## config.mk

```make
export PLATFORM = sky130hd
export DESIGN_NAME = load_store_sched
export DESIGN_NICKNAME = d
export VERILOG_FILES = /design/src/rtl/load_store_pkg.sv /design/src/rtl/rr_arb2.sv /design/src/rtl/load_store_sched.sv
export SDC_FILE = /design/constraint.sdc
export NUM_CORES = 1
export LEC_CHECK = 0
export BUFFER_PORTS_ARGS = -buffer_cell sky130_fd_sc_hd__buf_2
export CAP_MARGIN = 20
export CORE_UTILIZATION = 50
export DETAILED_ROUTE_END_ITERATION = 10
export MAX_ROUTING_LAYER = met4
export PLACE_DENSITY = 0.78
export SLEW_MARGIN = 10
export SYNTH_ARGS = -nofsm -noshare
export SYNTH_HDL_FRONTEND = slang
export SYNTH_SLANG_ARGS = --single-unit
```

## constraint.sdc

```tcl
create_clock -name clk -period 3.5 [get_ports clk]
set_input_delay 0.175 -clock clk [delete_from_list [all_inputs] [get_ports clk]]
set_output_delay 0.175 -clock clk [all_outputs]
set_load 0.01 [all_outputs]
```

## src/rtl/load_store_pkg.sv

```systemverilog
// Shared types and default sizing for the load/store reservoir scheduler.
package load_store_pkg;

    typedef enum logic [1:0] {
        IDLE,
        LOAD,
        STORE
    } sched_state_t;

    typedef enum logic {
        OWN_LOAD,
        OWN_STORE
    } owner_t;

    localparam int unsigned N_DEF     = 12500;
    localparam int unsigned BURST_DEF = 4;

endpackage

```

## src/rtl/rr_arb2.sv

```systemverilog
// Two-way round-robin arbiter. Bit 0 is the loader, bit 1 the storer.
// On a tie the side that did not own the reservoir last is granted.
module rr_arb2
    import load_store_pkg::*;
(
    input  logic       clk,
    input  logic       rst,
    input  logic [1:0] req,
    input  logic       advance,
    output logic [1:0] gnt
);

    owner_t last_owner_q;

    // One-hot grant from the current requests and the last owner
    always_comb begin
        gnt = 2'b00;
        unique case (req)
            2'b01:   gnt = 2'b01;
            2'b10:   gnt = 2'b10;
            2'b11:   gnt = (last_owner_q == OWN_STORE) ? 2'b01 : 2'b10;
            default: gnt = 2'b00;
        endcase
    end

    // Remember who was granted whenever a grant is actually taken
    always_ff @(posedge clk) begin
        if (!rst) begin
            last_owner_q <= OWN_STORE;
        end else if (advance) begin
            if (gnt[0]) begin
                last_owner_q <= OWN_LOAD;
            end else if (gnt[1]) begin
                last_owner_q <= OWN_STORE;
            end
        end
    end

endmodule

```

## src/rtl/load_store_sched.sv

```systemverilog
// Scheduler for a shared load/store reservoir. Owns the level counter,
// grants bounded bursts to the loader or storer and reports full/empty.
module load_store_sched
    import load_store_pkg::*;
#(
    parameter int unsigned N     = N_DEF,
    parameter int unsigned CBITS = 14,
    parameter int unsigned BURST = BURST_DEF,
    parameter int unsigned BBITS = 3
) (
    input  logic             clk,
    input  logic             rst,
    input  logic             ld_req,
    input  logic             st_req,
    output logic             ld_gnt,
    output logic             st_gnt,
    output logic [CBITS-1:0] level,
    output logic             full,
    output logic             empty
);

    localparam logic [CBITS-1:0] LvlMax   = CBITS'(N);
    localparam logic [BBITS-1:0] BurstMax = BBITS'(BURST);

    sched_state_t     state_q, state_d;
    logic [CBITS-1:0] level_d;
    logic [BBITS-1:0] bcnt_q, bcnt_d;
    logic [1:0]       elig;
    logic [1:0]       arb_gnt;
    logic             advance;

    assign elig    = {st_req && !empty, ld_req && !full};
    assign advance = (state_q == IDLE) && (elig != 2'b00);

    rr_arb2 u_arb (
        .clk     (clk),
        .rst     (rst),
        .req     (elig),
        .advance (advance),
        .gnt     (arb_gnt)
    );

    // Next state, level and burst count; exits are judged on post-transfer values
    always_comb begin
        state_d = state_q;
        level_d = level;
        bcnt_d  = bcnt_q;
        unique case (state_q)
            IDLE: begin
                if (arb_gnt[0]) begin
                    state_d = LOAD;
                    bcnt_d  = '0;
                end else if (arb_gnt[1]) begin
                    state_d = STORE;
                    bcnt_d  = '0;
                end
            end
            LOAD: begin
                if (!ld_req) begin
                    state_d = IDLE;
                end else begin
                    level_d = level + CBITS'(1);
                    bcnt_d  = bcnt_q + BBITS'(1);
                    if ((level_d == LvlMax) || (bcnt_d == BurstMax)) begin
                        state_d = IDLE;
                    end
                end
            end
            STORE: begin
                if (!st_req) begin
                    state_d = IDLE;
                end else begin
                    level_d = level - CBITS'(1);
                    bcnt_d  = bcnt_q + BBITS'(1);
                    if ((level_d == '0) || (bcnt_d == BurstMax)) begin
                        state_d = IDLE;
                    end
                end
            end
            default: state_d = IDLE;
        endcase
    end

    // Register state and all outputs; full/empty follow the next level
    always_ff @(posedge clk) begin
        if (!rst) begin
            state_q <= IDLE;
            level   <= '0;
            bcnt_q  <= '0;
            ld_gnt  <= 1'b0;
            st_gnt  <= 1'b0;
            full    <= 1'b0;
            empty   <= 1'b1;
        end else begin
            state_q <= state_d;
            level   <= level_d;
            bcnt_q  <= bcnt_d;
            ld_gnt  <= (state_d == LOAD);
            st_gnt  <= (state_d == STORE);
            full    <= (level_d == LvlMax);
            empty   <= (level_d == '0);
        end
    end

    a_gnt_excl: assert property (@(posedge clk) disable iff (!rst) !(ld_gnt && st_gnt));
    a_lvl_max:  assert property (@(posedge clk) disable iff (!rst) level <= LvlMax);
    a_ld_room:  assert property (@(posedge clk) disable iff (!rst) ld_gnt |-> (level < LvlMax));
    a_st_avail: assert property (@(posedge clk) disable iff (!rst) st_gnt |-> (level > '0));
    a_ld_lat:   assert property (@(posedge clk) disable iff (!rst)
                    (ld_req && !full && (state_q == IDLE) && !st_req) |=> ld_gnt);

endmodule

```

==> metrics.txt, run 1 <==
Setup-failing EPs final=0; Power Density=308 nW/µm²; final worst-path cycle share=0.821; worst path arrival time=3.06 ns; # diodes=0; CP Cell Sequence=inv_1 -> ha_1 -> nand3_1 -> nor3_1 -> a211oi_1 -> o2111ai_1 -> or3_1 -> o41ai_2; Initial DRC Count=269; Max IR drop VDD=365 µV; total of max-cap violations=0; RSZ-0062 raised after global routing=false; crit path capture type=flop; CP Class=flop to flop; FF/Latch Area=480 µm²; Hold Crit Class=input pin to flop; number of synthesized register bits=24; Syn Inst Count=257; DP HPWL=3990 µm; adder-cell share of the synthesized area=0.0639; leakage=0.842 nW; largest net degree at the start of global routing=19; required time worst endpoint=3.69 ns; I/O Buffers=21; synthesized cell area=1960 µm²; Synth Area in Compound Gates=0.255; clk_skew=0.00957 ns; Syn-to-layout area delta=8.31%; TNS Setup=0 ns; Nets=281; met3 wire len=523 µm; cts bufs inserted=3; CTS max path bufs=2; Largest delay share family, worst path=compound AO/OA/AOI/OAI gates; die area=4170 µm²; post-synthesis mux area share=0.00512; Clock Tree Root=clkbuf_8; xor-xnor portion of the synthesized cell area=0.0179; CP Buf/Inv Count=1; ANT nets after route=0; gr usage total=0.278; FP Rows=22; number of global-route vias before repair=1786; startpoint types=flop; DIE HEIGHT=64.6 µm; final WL=5500 µm; CORE AREA=3720 µm²; antenna violations before repair=0; met2 wire len=2510 µm; fin crit period=2.87 ns; area of the multi-input gates=1350 µm²; aggregate global routing overflow=0; Initial Util=0.527; Post-CTS Hold Fix Bufs=0; share of layout cells above drive strength 1=0.135; Vias=2089; Synth Area in Simple Gates=0.348; Min Hold Slack=0.111 ns; prevailing post-synth register cell=dfxtp_1; Worst-Skew Late Latency=0.27 ns; Wirelength per Cell=17.5 µm; DR vias/cell=6.65; post-synth cell types=56; num ports=22; top cells by area, synth=dfxtp_1, ha_1, nor2_1; CTS tree=done; Slew HR=0.528; M1 WL=2340 µm; first-pass GRT wire length=8780 µm; Synth top cells by count=dfxtp_1, nor2_1, nand2_1; clk slew on worst S/H paths=0.09 ns; sequential area share after synthesis=0.246; Initial DRT Pass Iterations=5; gpl congestion=0.978; H-tree depth=1; Worst-Margin Slew=0.702 ns; Post-Syn Nets=271; final hold violation count=0; top-area cell type share of the netlist area=0.246; number of synthesized flops with an enable pin=0; largest family of logic cells by synthesized area=simple AND/OR/NAND/NOR gates; slowest stage delay, CP=0.46 ns; DIE WIDTH=64.6 µm; Mapped Avg Cell Area=7.61 µm²; CTS sink count=24; Fill cells=354; status=completed; worst-path fanout max=11; Synth Warn #=0; CP max-delay cell=dfxtp_1; Max Clk Rate=348 MHz; largest area contributor in the netlist=dfxtp_1; Post-CTS Setup Inserts=0; final slew viol count=0; post-CTS sizing=0; DRC=0; Highest Signal Layer=met4; Synth async-reset ratio=0
==> final timing paths <==
kind	startpoint	endpoint	slack [ns]	cells past startpoint
setup reg to reg	state_q[0]	empty	0.63	8
hold / removal	rst	empty	0.11	2
hold reg to reg	bcnt_q[1]	bcnt_q[1]	0.49	2
setup / recovery	state_q[0]	empty	0.63	8
==> layout make-up <==
| cell class | count | share of cell area |
|---|---|---|
| sequential | 24 | 0.227 |
| tap | 48 | 0.0283 |
| multi-input combinational | 205 | 0.637 |
| timing repair buffer | 23 | 0.0567 |
| clock buffer | 3 | 0.0195 |
| inverter | 10 | 0.0177 |
| clock inverter | 1 | 0.0142 |
==> flip-flops by register name, summed over array words and instances (netlist names) <==
name / count
bcnt_q: 3
empty: 1
full: 1
ld_gnt: 1
level: 14
st_gnt: 1
state_q: 2
u_arb.last_owner_q: 1
==> power breakdown <==
| group | total [mW] | internal [mW] | switching (mW) |
|---|---|---|---|
| Sequential | 0.292 | 0.282 | 0.0100 |
| Combinational | 0.114 | 0.0400 | 0.0741 |
| Clock | 0.246 | 0.153 | 0.0933 |
==> cells by family after synthesis <==
family	Yosys count
adder cells (fa/ha/maj)	10
AND/OR/NAND/NOR	124
multiplexers	1
AO/OA/AOI/OAI	66
buffers and inverters	28
XOR/XNOR	4
flip-flops	24
==> per-layer routing <==
| metal | vias up | GRT usage |
|---|---|---|
| met4 | 0 | 0.103 |
| met5 | - | - |
| met3 | 15 | 0.0563 |
| li1 | 999 | - |
| met1 | 953 | 0.359 |
| met2 | 122 | 0.426 |
==> worst register-to-register path, stage by stage (launching register included) <==
cell and delay, ns:
dfxtp_1 0.46, inv_1 0.10, ha_1 0.43, nand3_1 0.33, nor3_1 0.11, a211oi_1 0.34, o2111ai_1 0.25, or3_1 0.46
o41ai_2 0.31
==> placed cells by master, fill, tap and decap left out, types with 5 or more instances in the layout <==
master and instances:
nor3_1 12, nor2_1 24, a221oi_1 5, nand3_1 13, nand2_1 20, ha_1 10, and3_1 8, nand2b_1 5
inv_1 10, nor4_1 7, a21oi_1 8, buf_2 21, and2_1 8, dfxtp_1 24, nor2b_1 5, o21ai_0 13
==> through the flow <==
| stage | cells | area, µm² | util | setup slack (ns) | power [mW] |
|---|---|---|---|---|---|
| floorplan | 257 | 1960 | - | 0.935 | 0.378 |
| global placement | 310 | 2050 | 0.551 | 0.727 | 0.408 |
| detailed placement | 310 | 2050 | 0.551 | 0.664 | 0.409 |
| CTS | 314 | 2120 | 0.570 | 0.684 | 0.653 |
| global route | 314 | 2120 | 0.570 | 0.460 | 0.681 |
| finish | 314 | 2120 | 0.570 | 0.628 | 0.652 |
Power figures use the tool's default switching activity.
==> run 2, diff against run 1 <==
- clock period: 3.5 -> 2.83 ns (I/O delays scaled with it)
==> run 2 against run 1 <==
Combinational power increased by 36%; total power increased by 10%; utilization increased by 0.94 points; largest cell class unchanged; worst hold slack got worse by 0.027 ns.
==> metrics.txt, run 2 (synthesis results as in run 1) <==
Syn-to-layout area delta=10.1%; CP Buf/Inv Count=1 (unchanged); required time worst endpoint=3.01 ns (-0.68 ns); Nets=289 (+2.8%); worst-path fanout max=11 (unchanged); Hold Crit Class=input pin to flop; gpl congestion=1.01 (+2.8%); final worst-path cycle share=0.944 (+0.124); Initial Util=0.527 (unchanged); most frequent cells in the layout=nor2_1, dfxtp_1, buf_2; design area=2150 µm² (+1.7%); gr usage total=0.302 (+0.0243); CTS max path bufs=2 (unchanged); final hold violation count=0 (unchanged); CP max-delay cell=or3_1; TNS Setup=0 ns (unchanged); Largest regs=level: 14 flops, bcnt_q: 3 flops, state_q: 2 flops; final slew viol count=0 (unchanged); Min Hold Slack=0.0844 ns (-0.0266 ns); largest net degree at the start of global routing=16 (-3); Slew HR=0.592 (+0.0635); Clock Tree Root=clkbuf_8; RSZ-0062 raised after global routing=false; stages on the worst setup path=8 (unchanged); crit path capture type=flop; I/O Buffers=21 (unchanged); FP Rows=22 (unchanged); NetSw=0.218 mW (+23%); leakage=0.865 nW (+2.8%); DIE WIDTH=64.6 µm (unchanged); CP Cell Sequence=inv_1 -> ha_2 -> and3_2 -> a221oi_1 -> a31o_2 -> o2111ai_1 -> or3_1 -> o41ai_2; Post-CTS Setup Inserts=0 (unchanged); Wirelength per Cell=17.9 µm (+2.4%); # diodes=0 (unchanged); worst path arrival time=2.85 ns (-0.21 ns); Vias=2107 (+0.86%); P_int=0.500 mW (+5.4%); sequential power share=0.496 (+0.049); Power Density=333 nW/µm² (+8.3%); DR vias/cell=6.56 (-1.3%); share of layout cells above drive strength 1=0.168 (+0.0332); Fill cells=374 (+5.6%); Placed Instance Area=2110 µm² (+2.9%); total of max-cap violations=0 (unchanged); status=completed; Sw Ratio=0.303 (+0.0309); Worst-Skew Late Latency=0.27 ns (about the same); met1 Use GR=0.389 (+0.0305); clk slew on worst S/H paths=0.08 ns (about the same); number of global-route vias before repair=1954 (+9.4%); cts bufs inserted=3 (unchanged); hold path cells=2 (unchanged); Finished Core Util=0.580 (+0.00943); M3 GR Usage=0.0546 (-0.00176); DIE HEIGHT=64.6 µm (unchanged); fin crit period=2.67 ns (-0.200 ns); CORE AREA=3720 µm² (unchanged); Worst-Margin Slew=0.607 ns (-0.0944 ns); Post-CTS Hold Fix Bufs=0 (unchanged); FF/Latch Area=480 µm² (unchanged); Max Clk Rate=374 MHz (+7.5%); worst r2r path cells=8 (unchanged); post-CTS sizing=0 (unchanged); CP Class=flop to flop; Setup-failing EPs final=0 (unchanged); Max IR drop VDD=331 µV (-9.4%); die area=4170 µm² (unchanged); CTS sink count=24 (unchanged); clk_skew=0.00291 ns (-0.00666 ns); CTS tree=done; Initial DRT Pass Iterations=5 (unchanged); Initial DRC Count=279 (+3.7%); grt met2 use=0.457 (+0.0303); Clk pwr share=0.288 (-0.090); DP HPWL=4260 µm (+6.7%); register with the most flip-flops=level; antenna violations before repair=0 (unchanged); area of the multi-input gates=1360 µm² (+0.37%); final WL=5760 µm (+4.7%); first-pass GRT wire length=9470 µm (+7.9%); slowest stage delay, CP=0.46 ns (about the same); H-tree depth=1 (unchanged); Comb power frac=0.215 (+0.040); Most Used Layer, Global Route=met2; num ports=22 (unchanged); Largest delay share family, worst path=compound AO/OA/AOI/OAI gates; aggregate global routing overflow=0 (unchanged); startpoint types=flop; max FFs per register=14 (unchanged); ANT nets after route=0 (unchanged); DRC=0 (unchanged)
run 2: power groups by stage:
stage                     Clock (mW)  Sequential, mW  Combinational, mW
final                          0.207           0.356              0.155
after global routing           0.222           0.358              0.168
after CTS                      0.211           0.356              0.150
after detailed placement           0           0.364              0.150
after global placement             0           0.363              0.149
after floorplan                    0           0.366              0.102
run 2: metal layers:
metal	routed length, µm	vias up	share of wire
met3	495	14	0.086
met5	0	-	0
met2	2560	106	0.45
met1	2560	981	0.45
met4	133	0	0.023
li1	-	1006	-
run 2: worst paths after layout:
path / startpoint / end / slack (ns)
setup / recovery: state_q[1] / empty / 0.16
hold reg to reg: bcnt_q[1] / bcnt_q[1] / 0.49
setup reg to reg: state_q[1] / empty / 0.16
hold / removal: rst / empty / 0.08
run 2: stage by stage:
step	cells	setup slack, ns	total power [mW]
floorplan	257	0.265	0.468
global placement	318	0.213	0.512
detailed placement	318	0.0846	0.513
CTS	321	0.0762	0.718
global route	321	0.0827	0.748
finish	321	0.158	0.718
run 2: worst reg2reg max path, stage by stage (launching register included):
cell and delay (ns):
dfxtp_1 0.40, inv_1 0.11, ha_2 0.35, and3_2 0.32, a221oi_1 0.31, a31o_2 0.17
o2111ai_1 0.15, or3_1 0.46, o41ai_2 0.32
run 2: cell type report:
| type | count | share of cell area |
|---|---|---|
| multi-input cells | 205 | 0.629 |
| inverters | 10 | 0.0174 |
| flip-flops and latches | 24 | 0.223 |
| well taps | 48 | 0.0279 |
| clock buffers | 3 | 0.0192 |
| repair buffers | 31 | 0.0836 |
==> run 3, diff against run 2 <==
- ABC_CLOCK_PERIOD_IN_PS: not set -> 2830
- PLACE_DENSITY: 0.78 -> 0.8
==> run 3 against run 2 <==
Global-route usage is 0.19 points higher; worst hold slack better by 0.015 ns; maximum frequency is 4.5% lower; routed wire length is 2.1% higher; combinational power hardly changed; register-to-register slack worse by 0.13 ns; sequential cell count stayed put; first-iteration DRC count is 29% higher; sequential power hardly changed; critical path type unchanged; critical endpoint unchanged.
==> metrics.txt, run 3 (synthesis results as in run 1) <==
startpoint types=flop; die area=4170 µm² (unchanged); DIE WIDTH=64.6 µm (unchanged); Wirelength per Cell=18.6 µm (+3.7%); slowest stage delay, CP=0.44 ns (-0.02 ns); Slew HR=0.518 (-0.0740); cts bufs inserted=3 (unchanged); TNS Setup=0 ns (unchanged); H-tree depth=1 (unchanged); register with the most flip-flops=level; P_int=0.497 mW (-0.68%); Post-CTS Setup Inserts=0 (unchanged); FF/Latch Area=480 µm² (unchanged); Syn-to-layout area delta=8.44%; area of the multi-input gates=1360 µm² (+0.37%); final worst-path cycle share=0.989 (+0.0445); final hold violation count=0 (unchanged); Sw Ratio=0.300 (-0.00340); worst-path fanout max=11 (unchanged); gpl congestion=1.03 (+2.5%); leakage=0.841 nW (-2.7%); Most Used Layer, Global Route=met2; Setup-failing EPs final=0 (unchanged); DRC=0 (unchanged); Max IR drop VDD=288 µV (-13%); CP Cell Sequence=inv_1 -> ha_1 -> and3_1 -> a221oi_1 -> a31o_2 -> o2111ai_1 -> or3_1 -> o41ai_2; CP Class=flop to flop; worst path arrival time=2.98 ns (+0.13 ns); Comb power frac=0.215 (about the same); worst r2r path cells=8 (unchanged); RSZ-0062 raised after global routing=true; Initial DRT Pass Iterations=6 (+1); gr usage total=0.304 (+0.00187); met1 Use GR=0.403 (+0.0141); clk slew on worst S/H paths=0.08 ns (about the same); DR vias/cell=6.81 (+3.8%); FP Rows=22 (unchanged); DIE HEIGHT=64.6 µm (unchanged); hold path cells=2 (unchanged); status=completed; Power Density=334 nW/µm² (+0.36%); num ports=22 (unchanged); Largest regs=level: 14 flops, bcnt_q: 3 flops, state_q: 2 flops; Min Hold Slack=0.0993 ns (+0.0150 ns); Clk pwr share=0.281 (-0.007); NetSw=0.213 mW (-2.3%); grt met2 use=0.467 (+0.0105); Nets=284 (-1.7%); total of max-cap violations=0 (unchanged); Worst-Margin Slew=0.717 ns (+0.110 ns); largest net degree at the start of global routing=16 (unchanged); I/O Buffers=21 (unchanged); final slew viol count=0 (unchanged); first-pass GRT wire length=9580 µm (+1.2%); Worst-Skew Late Latency=0.27 ns (about the same); M3 GR Usage=0.0423 (-0.0123); CORE AREA=3720 µm² (unchanged); aggregate global routing overflow=0 (unchanged); Initial Util=0.527 (unchanged); # diodes=0 (unchanged); final WL=5880 µm (+2.1%); Vias=2152 (+2.1%); CP max-delay cell=ha_1; fin crit period=2.80 ns (+0.126 ns); DP HPWL=4360 µm (+2.3%); CTS tree=done; Max Clk Rate=357 MHz (-4.5%); Clock Tree Root=clkbuf_8; ANT nets after route=0 (unchanged); required time worst endpoint=3.01 ns (about the same); number of global-route vias before repair=1916 (-1.9%); sequential power share=0.504 (+0.008); CTS sink count=24 (unchanged); share of layout cells above drive strength 1=0.149 (-0.0192); clk_skew=0.00917 ns (+0.00626 ns); CTS max path bufs=2 (unchanged); crit path capture type=flop; Initial DRC Count=361 (+29%); antenna violations before repair=0 (unchanged); most frequent cells in the layout=nor2_1, dfxtp_1, buf_2; max FFs per register=14 (unchanged); Fill cells=371 (-0.80%); Hold Crit Class=input pin to flop
-- run 3: cell count changes in the layout (fill, tap and decap cells not counted), sizes merged --
cell / before / now
buf: 31 / 26
-- run 3: power by group through the flow --
stage | combinational, mW | sequential (mW) | clock (mW)
floorplan | 0.102 | 0.366 | 0
global placement | 0.144 | 0.365 | 0
detailed placement | 0.147 | 0.365 | 0
CTS | 0.147 | 0.357 | 0.205
global route | 0.165 | 0.359 | 0.217
finish | 0.153 | 0.357 | 0.200
-- run 3: metal layers --
| metal | vias to the layer above | share of wire |
|---|---|---|
| met5 | - | 0 |
| met4 | 0 | 0.034 |
| met3 | 24 | 0.090 |
| met2 | 142 | 0.45 |
| met1 | 990 | 0.43 |
| li1 | 996 | - |
-- run 3: worst paths after layout --
kind              slack (ns)  startpoint   endpoint
hold / removal           0.1         rst      empty
setup reg to reg        0.03  state_q[1]      empty
setup / recovery        0.03  state_q[1]      empty
hold reg to reg         0.48   bcnt_q[1]  bcnt_q[1]
-- run 3: final cells by class --
| type | count | area share |
|---|---|---|
| Clock buffer | 3 | 0.0195 |
| Inverter | 10 | 0.0177 |
| Multi-Input combinational cell | 205 | 0.641 |
| Tap cell | 48 | 0.0283 |
| Sequential cell | 24 | 0.226 |
| Timing Repair Buffer | 26 | 0.0672 |
-- run 3: what timing repair did --
item                                    CTS  global route
endpoints found under the setup margin    0             2
resized for setup                         0             2
hold buffers                              0             0
-- run 3: critical path, delay by kind of cell, from the launching register on --
family	cells	cell delay [ns]
AND/OR/NAND/NOR	2	0.82
buffers and inverters	1	0.12
adder cells (fa/ha/maj)	1	0.44
flip-flops	1	0.42
AO/OA/AOI/OAI	4	0.93
-- run 3: stage by stage --
step	instances	cell area, µm²	utilization	setup slack [ns]	power [mW]
final	316	2120	0.571	0.0322	0.710
after global routing	316	2120	0.571	-0.0591	0.740
after CTS	316	2110	0.568	0.0662	0.709
after detailed placement	313	2070	0.557	0.0699	0.512
after global placement	313	2070	0.557	0.176	0.509
after floorplan	257	1960	-	0.265	0.468
